===== src/rtl/goal_flag_ctrl.sv =====
// Goal flag controller: raises the flag after the player lands on the goal tile,
// runs a timed celebration, then holds with a waving flag until restart.
module goal_flag_ctrl #(
  parameter int FLAG_TILE          = 9,
  parameter int Y_LOWERED          = 134,
  parameter int Y_RAISED           = 80,
  parameter int RAISE_STEP_FRAMES  = 2,
  parameter int WAVE_PERIOD_FRAMES = 8,
  parameter int CELEBRATE_FRAMES   = 120
) (
  input  logic       clk,
  input  logic       rst_n,
  input  logic       frame_tick,
  input  logic [3:0] player_tile,
  input  logic       player_move_done,
  input  logic       game_restart,
  output logic [9:0] flag_y_top,
  output logic [1:0] wave_phase,
  output logic       goal_reached,
  output logic       celebrate
);

  localparam int SW = (RAISE_STEP_FRAMES  > 1) ? $clog2(RAISE_STEP_FRAMES)  : 1;
  localparam int CW = (CELEBRATE_FRAMES   > 1) ? $clog2(CELEBRATE_FRAMES)   : 1;
  localparam int WW = (WAVE_PERIOD_FRAMES > 1) ? $clog2(WAVE_PERIOD_FRAMES) : 1;

  localparam logic [SW-1:0] STEP_LAST = SW'(RAISE_STEP_FRAMES - 1);
  localparam logic [CW-1:0] CEL_LAST  = CW'(CELEBRATE_FRAMES - 1);
  localparam logic [WW-1:0] WAVE_LAST = WW'(WAVE_PERIOD_FRAMES - 1);
  localparam logic [9:0]    Y_LOW     = 10'(Y_LOWERED);
  localparam logic [9:0]    Y_UP      = 10'(Y_RAISED);
  localparam logic [3:0]    GOAL_TILE = 4'(FLAG_TILE);

  typedef enum logic [1:0] {IDLE, RAISE, CELEBRATE, HOLD} state_t;

  state_t        r_state, w_state_nxt;
  logic [9:0]    r_flag_y, w_flag_y_nxt, w_flag_y_dec;
  logic [SW-1:0] r_step_cnt, w_step_cnt_nxt;
  logic [CW-1:0] r_cel_cnt, w_cel_cnt_nxt;
  logic [WW-1:0] r_wave_cnt, w_wave_cnt_nxt;
  logic [1:0]    r_wave_phase, w_wave_phase_nxt;
  logic          r_goal, r_celebrate;

  assign w_flag_y_dec = r_flag_y - 10'd1;

  always_ff @(posedge clk or negedge rst_n) begin
    if (!rst_n) begin
      r_state      <= IDLE;
      r_flag_y     <= Y_LOW;
      r_step_cnt   <= '0;
      r_cel_cnt    <= '0;
      r_wave_cnt   <= '0;
      r_wave_phase <= '0;
      r_goal       <= 1'b0;
      r_celebrate  <= 1'b0;
    end else begin
      r_state      <= w_state_nxt;
      r_flag_y     <= w_flag_y_nxt;
      r_step_cnt   <= w_step_cnt_nxt;
      r_cel_cnt    <= w_cel_cnt_nxt;
      r_wave_cnt   <= w_wave_cnt_nxt;
      r_wave_phase <= w_wave_phase_nxt;
      r_goal       <= (w_state_nxt != IDLE);
      r_celebrate  <= (w_state_nxt == CELEBRATE);
    end
  end

  always_comb begin
    w_state_nxt      = r_state;
    w_flag_y_nxt     = r_flag_y;
    w_step_cnt_nxt   = r_step_cnt;
    w_cel_cnt_nxt    = r_cel_cnt;
    w_wave_cnt_nxt   = r_wave_cnt;
    w_wave_phase_nxt = r_wave_phase;

    if (game_restart) begin
      w_state_nxt      = IDLE;
      w_flag_y_nxt     = Y_LOW;
      w_step_cnt_nxt   = '0;
      w_cel_cnt_nxt    = '0;
      w_wave_cnt_nxt   = '0;
      w_wave_phase_nxt = '0;
    end else begin
      case (r_state)
        IDLE: begin
          w_wave_cnt_nxt   = '0;
          w_wave_phase_nxt = '0;
          // A frame_tick arriving with the goal move is deliberately not counted.
          if (player_move_done && (player_tile == GOAL_TILE)) begin
            w_state_nxt    = RAISE;
            w_step_cnt_nxt = '0;
          end
        end
        RAISE: begin
          w_wave_cnt_nxt   = '0;
          w_wave_phase_nxt = '0;
          if (frame_tick) begin
            if (r_flag_y <= Y_UP) begin
              w_state_nxt   = CELEBRATE;
              w_cel_cnt_nxt = '0;
            end else if (r_step_cnt == STEP_LAST) begin
              w_step_cnt_nxt = '0;
              w_flag_y_nxt   = w_flag_y_dec;
              if (w_flag_y_dec == Y_UP) begin
                w_state_nxt   = CELEBRATE;
                w_cel_cnt_nxt = '0;
              end
            end else begin
              w_step_cnt_nxt = r_step_cnt + 1'b1;
            end
          end
        end
        CELEBRATE, HOLD: begin
          if (frame_tick) begin
            if (r_wave_cnt == WAVE_LAST) begin
              w_wave_cnt_nxt   = '0;
              w_wave_phase_nxt = r_wave_phase + 2'd1;
            end else begin
              w_wave_cnt_nxt = r_wave_cnt + 1'b1;
            end
            if (r_state == CELEBRATE) begin
              if (r_cel_cnt == CEL_LAST) begin
                w_state_nxt   = HOLD;
                w_cel_cnt_nxt = '0;
              end else begin
                w_cel_cnt_nxt = r_cel_cnt + 1'b1;
              end
            end
          end
        end
        default: w_state_nxt = IDLE;
      endcase
    end
  end

  assign flag_y_top   = r_flag_y;
  assign wave_phase   = r_wave_phase;
  assign goal_reached = r_goal;
  assign celebrate    = r_celebrate;

endmodule


===== config.mk =====
export PLATFORM = sky130hd
export DESIGN_NAME = goal_flag_ctrl
export DESIGN_NICKNAME = d
export VERILOG_FILES = /design/src/rtl/goal_flag_ctrl.sv
export SDC_FILE = /design/constraint.sdc
export NUM_CORES = 1
export LEC_CHECK = 0
export CAP_MARGIN = 20
export CORE_UTILIZATION = 30
export CTS_BUF_LIST = sky130_fd_sc_hd__clkbuf_4
export DETAILED_ROUTE_END_ITERATION = 8
export GPL_TIMING_DRIVEN = 0
export PLACE_DENSITY = 0.5
export RECOVER_POWER = 100
export SKIP_CTS_REPAIR_TIMING = 1
export SLEW_MARGIN = 20
export SYNTH_ARGS = -nofsm -noshare
export SYNTH_HDL_FRONTEND = slang
export SYNTH_SLANG_ARGS = --single-unit
export TNS_END_PERCENT = 30

===== constraint.sdc =====
create_clock -name clk -period 5 [get_ports clk]
set_clock_uncertainty 0.15 [all_clocks]
set_input_delay 0.5 -clock clk [delete_from_list [all_inputs] [get_ports clk]]
set_output_delay 0.5 -clock clk [all_outputs]
set_load 0.005 [all_outputs]

Word-level counts from Yosys, hierarchy flattened
Cells that the tools add are included.
{ "classes": {"reduce_logical": 14, "mux": 38, "eq_ne": 17, "magnitude_cmp": 1, "add_sub_neg": 5} }
{ "ops": {"columns": ["cell", "count"], "rows": [
  ["2-to-1 mux 7 bit", 8],
  ["2-to-1 mux 10 bit", 5],
  ["2-to-1 mux 2 bit", 12],
  ["inequality test 3 bit, second input constant", 6],
  ["case mux 7 bit (2 select lines)", 1],
  ["equality test 10 x 7 -> 1 bit, second input constant", 1],
  ["less-or-equal comparator 10 x 7 -> 1 bit, second input constant", 1],
  ["subtractor 10 x 1 -> 10 bit, second input constant", 1],
  ["2-to-1 mux 3 bit", 3],
  ["inequality test 4 bit, second input constant", 2],
  ["AND reduction 4 bit", 2],
  ["nonzero test 2 bit", 4],
  ["adder 7 x 1 -> 7 bit, second input constant", 1],
  ["equality test 7 bit, second input constant", 1],
  ["equality test 2 bit, second input constant", 3],
  ["case mux 2 bit (3 select lines)", 1],
  ["case mux 3 bit (2 select lines)", 1],
  ["AND reduction 6 bit", 1],
  ["nonzero test 3 bit", 2],
  ["2-to-1 mux 1 bit", 5],
  ["equality test 4 bit, second input constant", 1],
  ["case mux 2 bit (2 select lines)", 1],
  ["OR reduction 2 bit", 2],
  ["adder 3 x 1 -> 3 bit, second input constant", 1],
  ["9 further kinds", 9]
]} }
{ "totals": {"inputBits": 9, "register_bits": 27, "elab_cells": 83, "output_inout_bits": 14} }

Longest topological paths before layout
Gate-level depths: netlist of the first run.
{ "depth": {"ltp_word": 9, "depth_mapped": 9, "mapped_depth_nobuf": 8} }

Worst setup path after synthesis of the first run
Ideal clock, no wire load.
{ "synth_timing": {"kind": "reg-to-reg", "startpoint": "register r_flag_y[1], in the netlist flag_y_top[1]", "endpoint": "register r_flag_y[9], in the netlist flag_y_top[9]", "t_required_ns": 4.724, "setup_ns": 0.126, "path_stages_with_launch": 9, "path_slack_ns": 2.654, "n_path_buf": 1, "arrival_time_ns": 2.070, "synth_period_minus_slack_ns": 2.346, "path_cell_list": "dfstp_2 > inv_1 > ha_1 > nor4b_1 > o21ai_0 > and4_1 > clkbuf_1 > nand3b_1 > o311a_1"} }
{ "synth_via": {"elab_chain_len": 6, "word_cells_on_any_way": 9, "cone_classes": "add/sub (1); order compare (1); eq/ne (1); mux (5); reduce/logical (1)"} }
{ "synth_lines": {"columns": ["element", "line_no", "rtl"], "rows": [
  ["from (decl)", "37", "logic [9:0] r_flag_y, w_flag_y_nxt, w_flag_y_dec;"],
  ["from (signal assigned)", "58", "r_flag_y <= w_flag_y_nxt;"],
  ["subtractor 10 x 1 -> 10 bit", "44", "assign w_flag_y_dec = r_flag_y - 10'd1;"],
  ["2-to-1 mux 10 bit", "101", "end else if (r_step_cnt == STEP_LAST) begin"],
  ["2-to-1 mux 10 bit", "98", "if (r_flag_y <= Y_UP) begin"],
  ["2-to-1 mux 10 bit", "97", "if (frame_tick) begin"],
  ["2-to-1 mux 10 bit", "84", "case (r_state)"],
  ["2-to-1 mux 10 bit", "76", "if (game_restart) begin"]
]} }
Parallel ways exist; a longest one is shown, timed or not. The select of a mux whose other input is x is not followed.
A chain may end at the register's enable or synchronous reset.

Final worst setup path of the first run
{ "layout_timing": {"startpoint": "register r_flag_y[4], in the netlist flag_y_top[4]", "endpoint": "register r_cel_cnt[3]"} }
{ "layout_via": {"elab_chain_len": 5, "word_cells_on_any_way": 10, "cone_classes": "add/sub (1); order compare (1); eq/ne (3); mux (4); reduce/logical (1)"} }
{ "layout_lines": {"columns": ["element", "line_no", "rtl"], "rows": [
  ["parallel branches: the longest is 5 deep, another holds subtractor 10 x 1 -> 10 bit", null, null],
  ["to (signal assigned)", "60", "r_cel_cnt <= w_cel_cnt_nxt;"],
  ["to (decl)", "39", "logic [CW-1:0] r_cel_cnt, w_cel_cnt_nxt;"]
]} }
Several ways; the timed one is not identified. The select of a mux whose other input is x is not followed.

==> impl_metrics.tcl, run 1 <==
set metrics [dict create \
    route.detailed.drc 0 \
    cts_tree "yes" \
    clock_path_buffers 2 \
    p_int_mw 0.260 \
    synthTopCellsByArea "dfrtp_1 39%, dfstp_2 5.1%, nor2_1 5.1%" \
    p_switching_mw 0.0868 \
    place_ws_ps 2340 \
    max_freq_mhz 344 \
    final_util 0.383 \
    drive_above_1_share 0.0526 \
    cts-root-buf "clkbuf_4" \
    finalCritPeriodShare 0.581 \
    cp.required_ps 5090 \
    wire_per_inst_um 14.1 \
    synth.net_count 179 \
    cp-end-kind "register" \
    start_util 0.319 \
    seq_area_sq_um 679 \
    total_power_mw 0.346 \
    cp_max_fo 7 \
    drt_iter0_drc 27 \
    ys_seq_area_frac 0.442 \
    clk-insertion-delay-late_ps 340 \
    vias_per_cell 5.01 \
    setup_violations 0 \
    io_pins 23 \
    hold_viol 0 \
    first_global_vias 1270 \
    p_clk_frac 0.298 \
    yosysTopAreaCellShare 0.391 \
    synth-edff-count 0 \
    peakVddDrop_mv 0.0789 \
    grt_max_degree 28 \
    gp_congestion 0.816 \
    yosysTopAreaCell "dfrtp_1" \
    p_leak_nw 0.791 \
    final_nets 206 \
    postRouteAntennaNets 0 \
    multi_input_area_sq_um 802 \
    area_delta_synth_final_pct 19.9 \
    slowest_stage "or4_1" \
    drtPass1Iterations 4 \
    finalSetupTns_ps 0 \
    die_h_um 73.6 \
    gr-usage-all-layers 0.144 \
    grt_antenna_before_repair 0 \
    n_fill_cell 506 \
    p_sw_frac 0.251 \
    share_comb_of_total_power 0.062 \
    tightest_slew_ps 1490 \
    die_w_um 73.6 \
    diodes 0 \
    port_buffers 22 \
    final_cell_mix "24 x dfrtp_1, 21 x nor2_1, 17 x nand2_1" \
    r2r_end "r_cel_cnt[3]$_DFFE_PN0P_" \
    status "complete, but fails checks" \
    clkTransAtPathRegs_ps 170 \
    clock_sinks 27 \
    max-cap-violations 1 \
    ys_async_sr_fraction 1.00 \
    avgSynthCellArea_sq_um 9.38 \
    r2r_slack_ps 2100 \
    period_needed_ps 2910 \
    relSlewSlack 0.00638 \
    drt-total-wl_um 3610 \
    h-tree-depth 1 \
    hold_slack_ps 325 \
    violations "capacitance limit" \
    r2r_cells 6 \
    drv_slew 0 \
    cts_buffers 3 \
    p_seq_frac 0.640 \
    path_class "register to register" \
    ys.flop_type "dfrtp_1" \
    cp_slowest_stage_delay_ps 620 \
    netlist_instances 164 \
    synth.distinct_cells 43 \
    critPathLaunchType "register" \
    setup_slack_ps 2100 \
    overflow 0 \
    path_cells "or4_1 > o31a_1 > nor4_1 > a31oi_1 > and2_0 > a21o_1" \
    ys_ff_latch 27 \
    core_region_area_sq_um 4820 \
    ys_warn_count 0 \
    rsz0062_at_grt "false" \
    fp.dieArea_sq_um 5420 \
    dp_hpwl_um 2630 \
    hold_path_class "input port to asynchronous set/reset pin" \
    grt_pass1_wl_um 5960 \
    worst_ep_arrival_time_ps 2990 \
    synth.cell_area_sq_um 1540 \
    vias 1287 \
    layout_commonest_cell "dfrtp_1" \
    r2r_start "flag_y_top[4]$_DFFE_PN0P_" \
    cellPowerDensity_nw_per_um2 188 \
    rows 25 \
]
-- cell usage after synthesis (2+ instances only) --
| cell type | instances |
|---|---|
| a21o_1 | 2 |
| a21oi_1 | 7 |
| a31oi_1 | 4 |
| clkbuf_1 | 4 |
| dfrtp_1 | 24 |
| dfstp_2 | 3 |
| ha_1 | 6 |
| inv_1 | 4 |
| mux2i_1 | 2 |
| nand2_1 | 17 |
| nand2b_1 | 2 |
| nand3_1 | 9 |
| nand3b_1 | 3 |
| nand4_1 | 2 |
| nor2_1 | 21 |
| nor2b_1 | 3 |
| nor3_1 | 4 |
| nor4_1 | 3 |
| nor4bb_1 | 2 |
| o21ai_0 | 8 |
| o22a_1 | 2 |
| xnor2_1 | 5 |
| xor2_1 | 7 |
-- flip-flops by register name (all words and copies together), names as in the netlist --
| signal | cells |
|---|---|
| r_state | 2 |
| goal_reached | 1 |
| flag_y_top | 10 |
| wave_phase | 2 |
| r_wave_cnt | 3 |
| r_cel_cnt | 7 |
| r_step_cnt | 1 |
| celebrate | 1 |
-- worst max-delay path: cells and delay by family (launching register included) --
kind               cells  cell delay (ps)
and+or+nand+nor        3             1400
AOI/OAI and AO/OA      3              760
DFF                    1              490
-- layout make-up --
| cell class | instances | share of cell area |
|---|---|---|
| Timing Repair Buffer | 22 | 0.116 |
| Multi-Input combinational cell | 128 | 0.435 |
| Tap cell | 67 | 0.0455 |
| Inverter | 4 | 0.00814 |
| Buffer | 5 | 0.0109 |
| Clock buffer | 3 | 0.0122 |
| Clock inverter | 1 | 0.00407 |
| Sequential cell | 27 | 0.368 |
-- how the worst max path moves through the flow --
stage | startpoint | end | slack [ps] | cells past startpoint
2_1_floorplan | flag_y_top[1]$_DFFE_PN1P_ | flag_y_top[9]$_DFFE_PN0P_ | 2650 | 8
3_3_place_gp | flag_y_top[1]$_DFFE_PN1P_ | flag_y_top[9]$_DFFE_PN0P_ | 2360 | 8
3_5_place_dp | flag_y_top[1]$_DFFE_PN1P_ | flag_y_top[9]$_DFFE_PN0P_ | 2340 | 8
4_1_cts | flag_y_top[1]$_DFFE_PN1P_ | flag_y_top[9]$_DFFE_PN0P_ | 2290 | 8
5_1_grt | flag_y_top[4]$_DFFE_PN0P_ | r_cel_cnt[1]$_DFFE_PN0P_ | 1930 | 6
6_report | flag_y_top[4]$_DFFE_PN0P_ | r_cel_cnt[3]$_DFFE_PN0P_ | 2100 | 6
-- power by group through the flow --
stage / Clock [mW] / Combinational [mW] / Sequential, mW
CTS: 0.111 / 0.0234 / 0.222
detailed placement: 0 / 0.0233 / 0.226
floorplan: 0 / 0.00867 / 0.225
global route: 0.117 / 0.0243 / 0.222
finish: 0.103 / 0.0215 / 0.222
global placement: 0 / 0.0230 / 0.226
-- through the flow --
stage	std cells	instance area, sq um
6_report	257	1840
5_1_grt	257	1840
4_1_cts	257	1870
3_5_place_dp	253	1840
3_3_place_gp	253	1840
2_1_floorplan	164	1540
-- kinds of logic after synthesis --
family                   count (synthesis)  synth area share
flip-flops                              27             0.442
AND/OR/NAND/NOR                         77             0.274
AO/OA/AOI/OAI                           30             0.124
buffers and inverters                    9            0.0228
adder cells (fa/ha/maj)                  6            0.0488
multiplexers                             3            0.0203
XOR/XNOR                                12            0.0683
-- per-layer routing --
metal / global-route usage / up-vias / wire length [um]
li1: - / 635 / -
met1: 0.179 / 630 / 1690
met2: 0.257 / 20 / 1800
met3: 0.0206 / 2 / 97
met4: 0.0449 / 0 / 21
met5: 0 / - / 0
(Power assumes the default switching activity.)
==> inputs of run 2 (changes only) <==
--- a/config.mk
+++ b/config.mk
@@ -10,7 +10,7 @@
 export CTS_BUF_LIST = sky130_fd_sc_hd__clkbuf_4
 export DETAILED_ROUTE_END_ITERATION = 8
 export GPL_TIMING_DRIVEN = 0
-export PLACE_DENSITY = 0.5
+export PLACE_DENSITY = 0.52
 export RECOVER_POWER = 100
 export SKIP_CTS_REPAIR_TIMING = 1
 export SLEW_MARGIN = 20
==> constraint.sdc (replaced) <==
create_clock -name clk -period 2.5 [get_ports clk]
set_clock_uncertainty 0.15 [all_clocks]
set_input_delay 0.25 -clock clk [delete_from_list [all_inputs] [get_ports clk]]
set_output_delay 0.25 -clock clk [all_outputs]
set_load 0.005 [all_outputs]
==> run 2 against run 1 <==
The run ends with capacitance limit, slew limit left. Die area did not move. Flip-flop and latch count stayed put. Sequential share of layout area fell by 0.92 points. Count of clock-buffer cells in the layout up 1. Combinational power increased by 110%. Final cell count up 0.39%. Highest routed layer unchanged.
==> impl_metrics.tcl, run 2 (same netlist as run 1, synthesis figures left out) <==
set metrics [dict create \
    status "complete, but fails checks" \
    violations "capacitance limit, slew limit" \
    finalCritPeriodShare 0.981 \
    postRouteAntennaNets 0 \
    r2r_end "r_cel_cnt[3]$_DFFE_PN0P_" \
    finalSetupTns_ps 0 \
    setup_slack_ps 47.7 \
    grt_max_degree 28 \
    clkTransAtPathRegs_ps 150 \
    setup_violations 0 \
    route.detailed.drc 0 \
    gp_congestion 0.819 \
    crit_end "r_cel_cnt[3]$_DFFE_PN0P_" \
    dp_cells 253 \
    io_pins 23 \
    worst_ep_arrival_time_ps 2540 \
    final_nets 207 \
    critPathLaunchType "register" \
    grt_pass1_wl_um 5650 \
    p_clk_frac 0.293 \
    r2r_cells 6 \
    drive_above_1_share 0.120 \
    largest_reg_flops 10 \
    relSlewSlack -0.00192 \
    die_h_um 73.6 \
    cp.required_ps 2590 \
    cellPowerDensity_nw_per_um2 364 \
    overflow 0 \
    peakVddDrop_mv 0.235 \
    gr-usage-all-layers 0.136 \
    n_fill_cell 507 \
    die_w_um 73.6 \
    place_ws_ps -118 \
    finalNonFillerCells 258 \
    clk-insertion-delay-late_ps 330 \
    p_switching_mw 0.158 \
    cts_tree "yes" \
    dp_hpwl_um 2520 \
    rows 25 \
    start_util 0.319 \
    drt-total-wl_um 3420 \
    max_freq_mhz 408 \
    path_class "register to register" \
    vias_per_cell 4.97 \
    p_seq_frac 0.641 \
    max-cap-violations 1 \
    period_needed_ps 2450 \
    cp_max_fo 7 \
    final_cell_mix "21 x nor2_1, 21 x dfrtp_1, 17 x nand2_1" \
    drtPass1Iterations 4 \
    r2r_slack_ps 50 \
    drt_iter0_drc 44 \
    share_comb_of_total_power 0.066 \
    p_int_mw 0.534 \
    p_leak_nw 0.796 \
    fp.dieArea_sq_um 5420 \
    h-tree-depth 1 \
    tightest_slew_ps 1500 \
    worstSetupStartpoint "flag_y_top[4]$_DFFE_PN0P_" \
    cts-root-buf "clkbuf_4" \
    drv_slew 27 \
    p_sw_frac 0.229 \
    hold_path_class "register to register" \
    grt_antenna_before_repair 0 \
    core_region_area_sq_um 4820 \
    r2r_start "flag_y_top[4]$_DFFE_PN0P_" \
    first_global_vias 1260 \
    port_buffers 22 \
    cts_buffers 3 \
    clock_path_buffers 2 \
    clock_sinks 27 \
    hold_viol 0 \
    area_delta_synth_final_pct 23.7 \
    vias 1281 \
    wire_per_inst_um 13.3 \
    rsz0062_at_grt "true" \
    diodes 0 \
    cp-end-kind "register" \
]
## run 2: changes by cell type in the layout (fill, tap and decap cells not counted), moves of 2 or more
cell	change
and2_0	-2
clkdlybuf4s50_1	+3
dfrtp_1	-3
dfrtp_2	+3
dfstp_1	-2
dfstp_2	+2
dlygate4sd3_1	-2
nor4_1	-2
o21ai_0	-3
o21ai_1	+3
## run 2: power groups by stage
stage	Sequential [mW]	Combinational, mW	Clock, mW
2_1_floorplan	0.451	0.0173	0
3_3_place_gp	0.451	0.0456	0
3_5_place_dp	0.452	0.0458	0
4_1_cts	0.444	0.0462	0.214
5_1_grt	0.445	0.0508	0.231
6_report	0.444	0.0455	0.203
## run 2: layout make-up
cell class | count | area, sq um | share of cell area
well taps | 67 | 83.8 | 0.0441
inverters | 4 | 15.0 | 0.00789
clock buffers | 4 | 30.0 | 0.0158
multi-input cells | 128 | 842 | 0.443
plain buffers | 4 | 16.3 | 0.00855
flip-flops and latches | 27 | 683 | 0.359
repair buffers | 24 | 231 | 0.122
## run 2: worst max-delay path, cell delays in order, from the launching register on
cell and delay [ps]:
dfrtp_2 480, or4_4 570, o31a_1 340, nor4_4 300
a31oi_2 160, and2_4 210, a21o_1 170
## run 2: worst min-delay path by stage
stage	startpoint	endpoint	slack [ps]	cells past startpoint
after floorplan	rst_n	celebrate$_DFF_PN0_	-200	0
after global placement	r_cel_cnt[6]$_DFFE_PN0P_	r_cel_cnt[6]$_DFFE_PN0P_	330	1
after detailed placement	rst_n	r_cel_cnt[4]$_DFFE_PN0P_	150	1
after CTS	rst_n	flag_y_top[9]$_DFFE_PN0P_	-220	1
after global routing	r_cel_cnt[6]$_DFFE_PN0P_	r_cel_cnt[6]$_DFFE_PN0P_	370	1
final	r_cel_cnt[6]$_DFFE_PN0P_	r_cel_cnt[6]$_DFFE_PN0P_	350	1
## run 2: through the flow
| step | instance area, sq um | hold WS (ps) | utilization | power (mW) |
|---|---|---|---|---|
| 2_1_floorplan | 1540 | -196 | - | 0.468 |
| 3_3_place_gp | 1840 | 331 | 0.382 | 0.497 |
| 3_5_place_dp | 1840 | 151 | 0.381 | 0.498 |
| 4_1_cts | 1870 | -219 | 0.388 | 0.704 |
| 5_1_grt | 1900 | 371 | 0.395 | 0.727 |
| 6_report | 1900 | 351 | 0.395 | 0.692 |
## run 2: per-layer routing
layer  share of wire  global-route usage  vias up
met4          0.0044              0.0192        0
met1            0.48               0.169      627
met5               0                   0        -
met3           0.030              0.0343        2
met2            0.49               0.241       19
li1                -                   -      633
